==> config.mk <==
export PLATFORM = sky130hd
export DESIGN_NAME = sync_fifo_param_flat
export DESIGN_NICKNAME = d
export VERILOG_FILES = /design/src/rtl/fifo_pkg.sv /design/src/rtl/sync_fifo_param_if.sv /design/src/rtl/fifo_mem_dp.sv /design/src/rtl/sync_fifo_param.sv /design/src/flat_wrapper.sv
export SDC_FILE = /design/constraint.sdc
export NUM_CORES = 1
export LEC_CHECK = 0
export ABC_CLOCK_PERIOD_IN_PS = 2900
export CAP_MARGIN = 20
export CORE_MARGIN = 2
export CORE_UTILIZATION = 50
export DETAILED_ROUTE_END_ITERATION = 16
export HOLD_SLACK_MARGIN = 0.02
export PLACE_DENSITY = 0.7
export SLEW_MARGIN = 10
export SYNTH_ARGS = -nofsm -noshare
export SYNTH_HDL_FRONTEND = slang
export SYNTH_SLANG_ARGS = --single-unit
==> constraint.sdc <==
create_clock -name clk -period 2.9 [get_ports clk]
set_input_delay 0.58 -clock clk [delete_from_list [all_inputs] [get_ports clk]]
set_output_delay 0.58 -clock clk [all_outputs]
set_load 0.02 [all_outputs]
==> src/rtl/fifo_pkg.sv <==
// Shared types and elaboration helpers for the parametrised synchronous FIFO.
package fifo_pkg;

  // Read-port behaviour: registered (standard) or first-word-fall-through.
  typedef enum logic {
    FIFO_STD  = 1'b0,
    FIFO_FWFT = 1'b1
  } fifo_mode_e;

  // Status flags, all registered from the next-state occupancy.
  typedef struct packed {
    logic full;
    logic almost_full;
    logic empty;
    logic almost_empty;
  } fifo_flags_t;

  // Flag values for an empty FIFO (reset and flush).
  localparam fifo_flags_t FIFO_FLAGS_RST = '{
    full:         1'b0,
    almost_full:  1'b0,
    empty:        1'b1,
    almost_empty: 1'b1
  };

  // Address width that never collapses to zero bits.
  function automatic int clog2_min1(input int depth);
    return (depth <= 1) ? 1 : $clog2(depth);
  endfunction

  // True when the parameter set describes a buildable FIFO.
  function automatic bit fifo_params_legal(input int width, input int depth,
                                           input int af_thresh, input int ae_thresh);
    bit ok;
    ok = 1'b1;
    if (width < 1 || width > 64)                 ok = 1'b0;
    if (depth < 4)                               ok = 1'b0;
    if ((depth & (depth - 1)) != 0)              ok = 1'b0;
    if (af_thresh < 1 || af_thresh > depth)      ok = 1'b0;
    if (ae_thresh < 0 || ae_thresh > depth - 1)  ok = 1'b0;
    if (ae_thresh >= af_thresh)                  ok = 1'b0;
    return ok;
  endfunction

endpackage

==> src/rtl/sync_fifo_param_if.sv <==
// Producer/consumer bundle of the synchronous FIFO; clk and rst_n stay plain ports.
interface sync_fifo_param_if
  import fifo_pkg::*;
#(
  parameter int WIDTH = 24,
  parameter int DEPTH = 16
);
  localparam int LVL_W = clog2_min1(DEPTH) + 1;

  logic             clr;
  logic             wr_en;
  logic [WIDTH-1:0] din;
  logic             full;
  logic             almost_full;
  logic             rd_en;
  logic [WIDTH-1:0] dout;
  logic             empty;
  logic             almost_empty;
  logic [LVL_W-1:0] level;
  logic             overflow;
  logic             underflow;

  // User side: issues requests and observes status.
  modport master (
    output clr, wr_en, din, rd_en,
    input  full, almost_full, dout, empty, almost_empty, level, overflow, underflow
  );

  // FIFO side: accepts requests and reports status.
  modport slave (
    input  clr, wr_en, din, rd_en,
    output full, almost_full, dout, empty, almost_empty, level, overflow, underflow
  );

endinterface

==> src/rtl/fifo_mem_dp.sv <==
// DEPTH x WIDTH storage: one synchronous write port, one read port that is
// either registered (standard mode, block RAM style) or combinational (FWFT,
// distributed RAM style).
module fifo_mem_dp
  import fifo_pkg::*;
#(
  parameter int WIDTH    = 24,
  parameter int DEPTH    = 16,
  parameter bit REG_READ = 1'b1
) (
  input  logic                        clk,
  input  logic                        rst_n,
  input  logic                        clr_i,
  input  logic                        we_i,
  input  logic [clog2_min1(DEPTH)-1:0] waddr_i,
  input  logic [WIDTH-1:0]            wdata_i,
  input  logic                        re_i,
  input  logic [clog2_min1(DEPTH)-1:0] raddr_i,
  output logic [WIDTH-1:0]            rdata_o
);
  logic [WIDTH-1:0] mem_q [DEPTH];
  logic [WIDTH-1:0] rdata_q;

  // Write port.
  // NOTE: the storage array has no reset so it can map onto RAM primitives;
  // the flags guarantee no word is read before it has been written.
  always_ff @(posedge clk) begin
    if (we_i) begin
      mem_q[waddr_i] <= wdata_i;
    end
  end

  // Registered read data: loads on an accepted read, zeroed by reset and flush.
  // NOTE: state is assigned with <= so every flop samples pre-edge values.
  always_ff @(posedge clk or negedge rst_n) begin
    if (!rst_n) begin
      rdata_q <= '0;
    end else if (clr_i) begin
      rdata_q <= '0;
    end else if (re_i) begin
      rdata_q <= mem_q[raddr_i];
    end
  end

  assign rdata_o = REG_READ ? rdata_q : mem_q[raddr_i];

endmodule

==> src/rtl/sync_fifo_param.sv <==
// Single-clock parametrised FIFO with selectable standard/FWFT read mode,
// programmable almost thresholds, occupancy count and sticky error flags.
module sync_fifo_param
  import fifo_pkg::*;
#(
  parameter int WIDTH     = 24,
  parameter int DEPTH     = 16,
  parameter int FWFT      = 0,
  parameter int AF_THRESH = DEPTH - 2,
  parameter int AE_THRESH = 1
) (
  input  logic             clk,
  input  logic             rst_n,
  sync_fifo_param_if.slave bus
);
  localparam int         ADDR_W = clog2_min1(DEPTH);
  localparam int         LVL_W  = ADDR_W + 1;
  localparam fifo_mode_e MODE   = (FWFT != 0) ? FIFO_FWFT : FIFO_STD;

  localparam logic [LVL_W-1:0]  DEPTH_LVL = LVL_W'(DEPTH);
  localparam logic [LVL_W-1:0]  AF_LVL    = LVL_W'(AF_THRESH);
  localparam logic [LVL_W-1:0]  AE_LVL    = LVL_W'(AE_THRESH);
  localparam logic [LVL_W-1:0]  LVL_ONE   = LVL_W'(1);
  localparam logic [ADDR_W-1:0] PTR_ONE   = ADDR_W'(1);

  if (!fifo_params_legal(WIDTH, DEPTH, AF_THRESH, AE_THRESH)) begin : g_illegal_params
    $error("sync_fifo_param: illegal parameters WIDTH=%0d DEPTH=%0d AF_THRESH=%0d AE_THRESH=%0d",
           WIDTH, DEPTH, AF_THRESH, AE_THRESH);
  end

  logic [ADDR_W-1:0] wr_ptr_q, wr_ptr_d;
  logic [ADDR_W-1:0] rd_ptr_q, rd_ptr_d;
  logic [LVL_W-1:0]  level_q,  level_d;
  fifo_flags_t       flags_q,  flags_d;
  logic              ovf_q,    ovf_d;
  logic              unf_q,    unf_d;

  logic              wr_acc, rd_acc;
  logic              wr_rej, rd_rej;
  logic [WIDTH-1:0]  mem_rdata;

  // Request qualification; a flush suppresses both requests and both errors.
  always_comb begin
    wr_acc = bus.wr_en && !flags_q.full  && !bus.clr;
    rd_acc = bus.rd_en && !flags_q.empty && !bus.clr;
    wr_rej = bus.wr_en &&  flags_q.full  && !bus.clr;
    rd_rej = bus.rd_en &&  flags_q.empty && !bus.clr;
  end

  // Next-state for pointers, occupancy, sticky errors and registered flags.
  // NOTE: every output of this block is defaulted first so no path infers a latch.
  always_comb begin
    wr_ptr_d = wr_ptr_q;
    rd_ptr_d = rd_ptr_q;
    level_d  = level_q;
    ovf_d    = ovf_q;
    unf_d    = unf_q;

    if (bus.clr) begin
      wr_ptr_d = '0;
      rd_ptr_d = '0;
      level_d  = '0;
      ovf_d    = 1'b0;
      unf_d    = 1'b0;
    end else begin
      if (wr_acc) wr_ptr_d = wr_ptr_q + PTR_ONE;
      if (rd_acc) rd_ptr_d = rd_ptr_q + PTR_ONE;
      level_d = level_q + (wr_acc ? LVL_ONE : '0) - (rd_acc ? LVL_ONE : '0);
      ovf_d   = ovf_q | wr_rej;
      unf_d   = unf_q | rd_rej;
    end

    // Flags come from the next occupancy so they change on the same edge as level.
    flags_d.full         = (level_d == DEPTH_LVL);
    flags_d.almost_full  = (level_d >= AF_LVL);
    flags_d.empty        = (level_d == '0);
    flags_d.almost_empty = (level_d <= AE_LVL);
  end

  // Control state registers.
  always_ff @(posedge clk or negedge rst_n) begin
    if (!rst_n) begin
      wr_ptr_q <= '0;
      rd_ptr_q <= '0;
      level_q  <= '0;
      flags_q  <= FIFO_FLAGS_RST;
      ovf_q    <= 1'b0;
      unf_q    <= 1'b0;
    end else begin
      wr_ptr_q <= wr_ptr_d;
      rd_ptr_q <= rd_ptr_d;
      level_q  <= level_d;
      flags_q  <= flags_d;
      ovf_q    <= ovf_d;
      unf_q    <= unf_d;
    end
  end

  fifo_mem_dp #(
    .WIDTH    (WIDTH),
    .DEPTH    (DEPTH),
    .REG_READ (MODE == FIFO_STD)
  ) u_mem (
    .clk     (clk),
    .rst_n   (rst_n),
    .clr_i   (bus.clr),
    .we_i    (wr_acc),
    .waddr_i (wr_ptr_q),
    .wdata_i (bus.din),
    .re_i    (rd_acc),
    .raddr_i (rd_ptr_q),
    .rdata_o (mem_rdata)
  );

  assign bus.dout         = mem_rdata;
  assign bus.level        = level_q;
  assign bus.full         = flags_q.full;
  assign bus.almost_full  = flags_q.almost_full;
  assign bus.empty        = flags_q.empty;
  assign bus.almost_empty = flags_q.almost_empty;
  assign bus.overflow     = ovf_q;
  assign bus.underflow    = unf_q;

  // Structural invariants of the occupancy counter and its flags.
  a_level_bound : assert property (@(posedge clk) disable iff (!rst_n) level_q <= DEPTH_LVL);
  a_full_empty  : assert property (@(posedge clk) disable iff (!rst_n) !(flags_q.full && flags_q.empty));

endmodule

==> src/flat_wrapper.sv <==
// flat-port wrapper written by rule: the top's interface ports become plain ports
module sync_fifo_param_flat import fifo_pkg::*;
#(
  parameter int WIDTH     = 24,
  parameter int DEPTH     = 16,
  parameter int FWFT      = 0,
  parameter int AF_THRESH = DEPTH - 2,
  parameter int AE_THRESH = 1
)
  (clk, rst_n, bus_clr, bus_wr_en, bus_din, bus_rd_en, bus_full, bus_almost_full, bus_dout, bus_empty, bus_almost_empty, bus_level, bus_overflow, bus_underflow);
  sync_fifo_param_if #(.WIDTH(WIDTH), .DEPTH(DEPTH)) bus_i ();
  input  logic clk;
  input  logic rst_n;
  input wire logic [$bits(bus_i.clr)-1:0] bus_clr;
  input wire logic [$bits(bus_i.wr_en)-1:0] bus_wr_en;
  input wire logic [$bits(bus_i.din)-1:0] bus_din;
  input wire logic [$bits(bus_i.rd_en)-1:0] bus_rd_en;
  output wire logic [$bits(bus_i.full)-1:0] bus_full;
  output wire logic [$bits(bus_i.almost_full)-1:0] bus_almost_full;
  output wire logic [$bits(bus_i.dout)-1:0] bus_dout;
  output wire logic [$bits(bus_i.empty)-1:0] bus_empty;
  output wire logic [$bits(bus_i.almost_empty)-1:0] bus_almost_empty;
  output wire logic [$bits(bus_i.level)-1:0] bus_level;
  output wire logic [$bits(bus_i.overflow)-1:0] bus_overflow;
  output wire logic [$bits(bus_i.underflow)-1:0] bus_underflow;
  assign bus_i.clr = bus_clr;
  assign bus_i.wr_en = bus_wr_en;
  assign bus_i.din = bus_din;
  assign bus_i.rd_en = bus_rd_en;
  assign bus_full = bus_i.full;
  assign bus_almost_full = bus_i.almost_full;
  assign bus_dout = bus_i.dout;
  assign bus_empty = bus_i.empty;
  assign bus_almost_empty = bus_i.almost_empty;
  assign bus_level = bus_i.level;
  assign bus_overflow = bus_i.overflow;
  assign bus_underflow = bus_i.underflow;
  sync_fifo_param #(.WIDTH(WIDTH), .DEPTH(DEPTH), .FWFT(FWFT), .AF_THRESH(AF_THRESH), .AE_THRESH(AE_THRESH)) u_core (.clk(clk), .rst_n(rst_n), .bus(bus_i));
endmodule
==> key figures, run 1 <==
Outcome
  – Status: finished, final reports clean

Synthesis
  – Cell Area, Synth: 16500 sq um
  – XOR/XNOR share of the synthesized area: 0.005838
  – Mux share of post-synthesis cell area: 0.1594
  – Synth cell types: 43
  – Syn Nets: 811
  – Synth Register Bits: 427
  – Post-synthesis sequential area ratio: 0.7641
  – Post-synthesis average cell area: 21.40 sq um
  – Combinational family with the most area after synthesis: multiplexers
  – Gate Count Post-Synth: 771
  – Post-Synth Simple-Gate Area: 0.01820
  – Synth warn: 0
  – Adder-cell share of the synthesized area: 0.008795
  – Post-synthesis compound-gate area fraction: 0.02676

Floorplan
  – Die span in y: 185.7 microns
  – Core area: 32540 sq um
  – Std cell rows: 66
  – Starting density of the core: 0.5072
  – Die Footprint: 34470 sq um
  – Die width: 185.7 microns
  – Boundary Pins: 64

Global route
  – Grt total ovfl: 0
  – Global-route wire length before repair: 51140 microns
  – Initial antenna violation count: 1
  – Global Route met2 Usage: 0.3330
  – GR Layer Usage met3: 0.03483
  – Largest net degree at the start of global routing: 37
  – GRT met1 Usage: 0.2980
  – GRT Resource Usage Total: 0.2062
  – Number of global-route vias before repair: 8139
  – GRT busiest layer: met2

Final layout
  – Layout overhead on the synthesized area: 20.02%
  – Share of layout cells above drive strength 1: 0.2669
  – Final #Nets: 939
  – Final non-filler cell area: 19810 sq um

Timing
  – Count of final max-slew check failures: 0
  – RSZ-0062 raised after global routing: no
  – Min Tclk post-route: 2.666 ns
  – Worst setup margin: 0.2342 ns
  – Clock skew: 0.02200 ns
  – Relative slew slack: 0.5598
  – Final Hold Viols: 0
  – Setup violators final: 0
  – Fmax: 0.3751 GHz
  – Final worst path period share: 0.9193
  – Slew at the pin with the worst max-slew slack: 0.6596 ns

Clock tree
  – CTS Buffer Depth: 3
  – Hold_buf cts: 0
  – Htree depth: 2
  – Root Buffer: clkbuf_16
  – Clock slew at reported path FFs: 0.06 ns
  – Worst-Skew Late Latency: 0.54 ns
  – Post-CTS setup buffer count: 0
  – CTS tree: built
  – Post-CTS Resized: 0
  – CTS Sinks: 427
  – Cts bufs inserted: 43

Routing
  – Remaining antenna violation count after routing: 0
  – # DRC: 0
  – Vias: 7914
  – DRT Pass-1 Iters: 5
  – Vias/cell: 5.751
  – Drt wl/cell: 24.81 microns
  – Detailed Route WL: 34150 microns
  – Initial DRC Count: 722

Power
  – Power density over the cells: 762.5 nW/um^2
  – Power, Total: 15100 uW
  – Worst vdd ir: 0.0004886 V
  – P_leak: 0.006345 uW

Setup path
  – Crit path kind: primary input to flip-flop
  – R2R setup slack: 0.36 ns
  – Setup crit start kind: primary input
  – Worst path arrival time: 3.10 ns
  – CP required: 3.34 ns
  – CP max FO: 3
  – CP Capture Type: flip-flop

Place
  – Placer Congestion: 0.7304
  – Placed inst area: 18340 sq um
  – Port Buffers: 63
  – HPWL Detailed: 19640 microns
  – Dpl ws: -0.3801 ns

Run
  – Max-cap violations: 0

Min path
  – HP Class: primary input to asynchronous set/reset pin
## placed cells by master (no fill, tap or decap), types with 6 or more instances in the layout
master / netlist / final
ha_1: 10 / 10
mux2i_1: 49 / 49
mux4_2: 94 / 94
inv_1: 11 / 11
clkdlybuf4s50_1: 0 / 62
buf_4: 3 / 34
nor2_4: 0 / 12
edfxtp_1: 384 / 384
clkbuf_1: 11 / 6
buf_12: 0 / 25
nor2b_1: 7 / 7
a2bb2oi_1: 23 / 23
nor2_1: 28 / 15
o21ai_1: 23 / 23
clkinv_2: 0 / 8
clkbuf_8: 0 / 6
xor2_1: 7 / 7
dfrtp_1: 41 / 38
nand2_1: 9 / 9
clkbuf_16: 0 / 44
a21oi_1: 6 / 6
## metal layers
layer	up-vias	routed length [microns]
li1	3427	-
met1	4170	14690
met2	278	16720
met3	39	2210
met4	0	523
met5	-	0
## through the flow
step                hold slack (ns)    util  TNS [ns]  instances
global route                0.06350  0.6086         0       1375
finish                      0.02885  0.6087         0       1376
CTS                         0.02325  0.6085         0       1375
detailed placement           0.4975  0.5635    -1.569       1296
global placement             0.4853  0.5635    -1.261       1296
floorplan                    0.2844       -    -25.35        771
## report_power, final
group          total (uW)  internal, uW  switching (uW)
sequential           7180          6970             210
clock                5600          3380            2220
combinational        2320          1180            1140
## worst max-delay path: stages
cell             delay [ns]
clkdlybuf4s50_1        0.49
nor3b_2                0.21
ha_1                   0.26
inv_1                  0.05
ha_1                   0.15
inv_1                  0.06
fa_1                   0.42
xor2_1                 0.27
nand3_1                0.12
mux2_2                 0.30
o31ai_1                0.20
## Yosys cell counts, drive strengths merged
cell,instances,share of area
or3,1,0.00038
xor2,7,0.0037
nand3,2,0.00061
a221oi,1,0.00053
o41ai,1,0.00053
mux2,2,0.0014
o31ai,1,0.00046
buf,28,0.012
o21a,1,0.00046
a2111oi,1,0.00091
xnor2,4,0.0021
inv,11,0.0025
a221o,1,0.00061
dfrtp,41,0.062
nor4,1,0.00038
fa,1,0.0012
nor2b,7,0.0027
dfstp,2,0.0032
clkbuf,11,0.0025
nand2b,3,0.0011
ha,10,0.0076
nand4,1,0.00038
edfxtp,384,0.70
mux2i,49,0.030
a2bb2oi,23,0.012
nand4b,1,0.00053
o21ai,24,0.0073
nand2,9,0.0020
and2,3,0.0011
a21o,1,0.00046
o32ai,1,0.00053
nor3,7,0.0021
a211oi,1,0.00046
nor3b,1,0.00046
a21oi,7,0.0024
mux4,94,0.13
nor2,28,0.0064
## path summary, 6_finish.rpt
check	start	to	cells after the start
min in group clk	u_core.bus.overflow	u_core.bus.overflow	2
worst max-delay path	bus_rd_en	u_core.bus.empty	11
worst min register to register	u_core.bus.overflow	u_core.bus.overflow	2
worst min-delay path	rst_n	u_core.u_mem.rdata_o[9]	1
max in group asynchronous	rst_n	u_core.u_mem.rdata_o[16]	2
worst max register to register	u_core.bus.empty	u_core.bus.empty	10
## state kept, by name, indices dropped and copies added (netlist names)
name / flops
u_core.bus.full: 1
u_core.u_mem.mem_q: 384
u_core.wr_ptr_q: 4
u_core.bus.empty: 1
u_core.bus.almost_empty: 1
u_core.u_mem.rdata_o: 24
u_core.bus.almost_full: 1
u_core.bus.underflow: 1
u_core.bus.level: 5
u_core.rd_ptr_q: 4
u_core.bus.overflow: 1
## cell families after synthesis
logic type,Yosys count
flops,427
xor+xnor,11
compound gates,63
mux,145
fa+ha+maj,11
simple gates,64
buf+inv,50
## layout make-up
class | instances | area [sq um]
clock inverter | 23 | 256.5
antenna | 1 | 2.502
multi-input combinational | 294 | 3744
clock buffer | 56 | 1206
fill | 2333 | 12730
inverter | 11 | 41.29
sequential | 427 | 12620
timing repair buffer | 122 | 1381
tap | 442 | 553.0
Note: power is estimated with default switching activity, not from simulation.
==> run 2: changes to the inputs <==
--- a/config.mk
+++ b/config.mk
@@ -5,7 +5,6 @@
 export SDC_FILE = /design/constraint.sdc
 export NUM_CORES = 1
 export LEC_CHECK = 0
-export ABC_CLOCK_PERIOD_IN_PS = 2900
 export CAP_MARGIN = 20
 export CORE_MARGIN = 2
 export CORE_UTILIZATION = 50
==> results of run 2 <==
No change in the layout: final DEF, timing and power equal those of run 1.
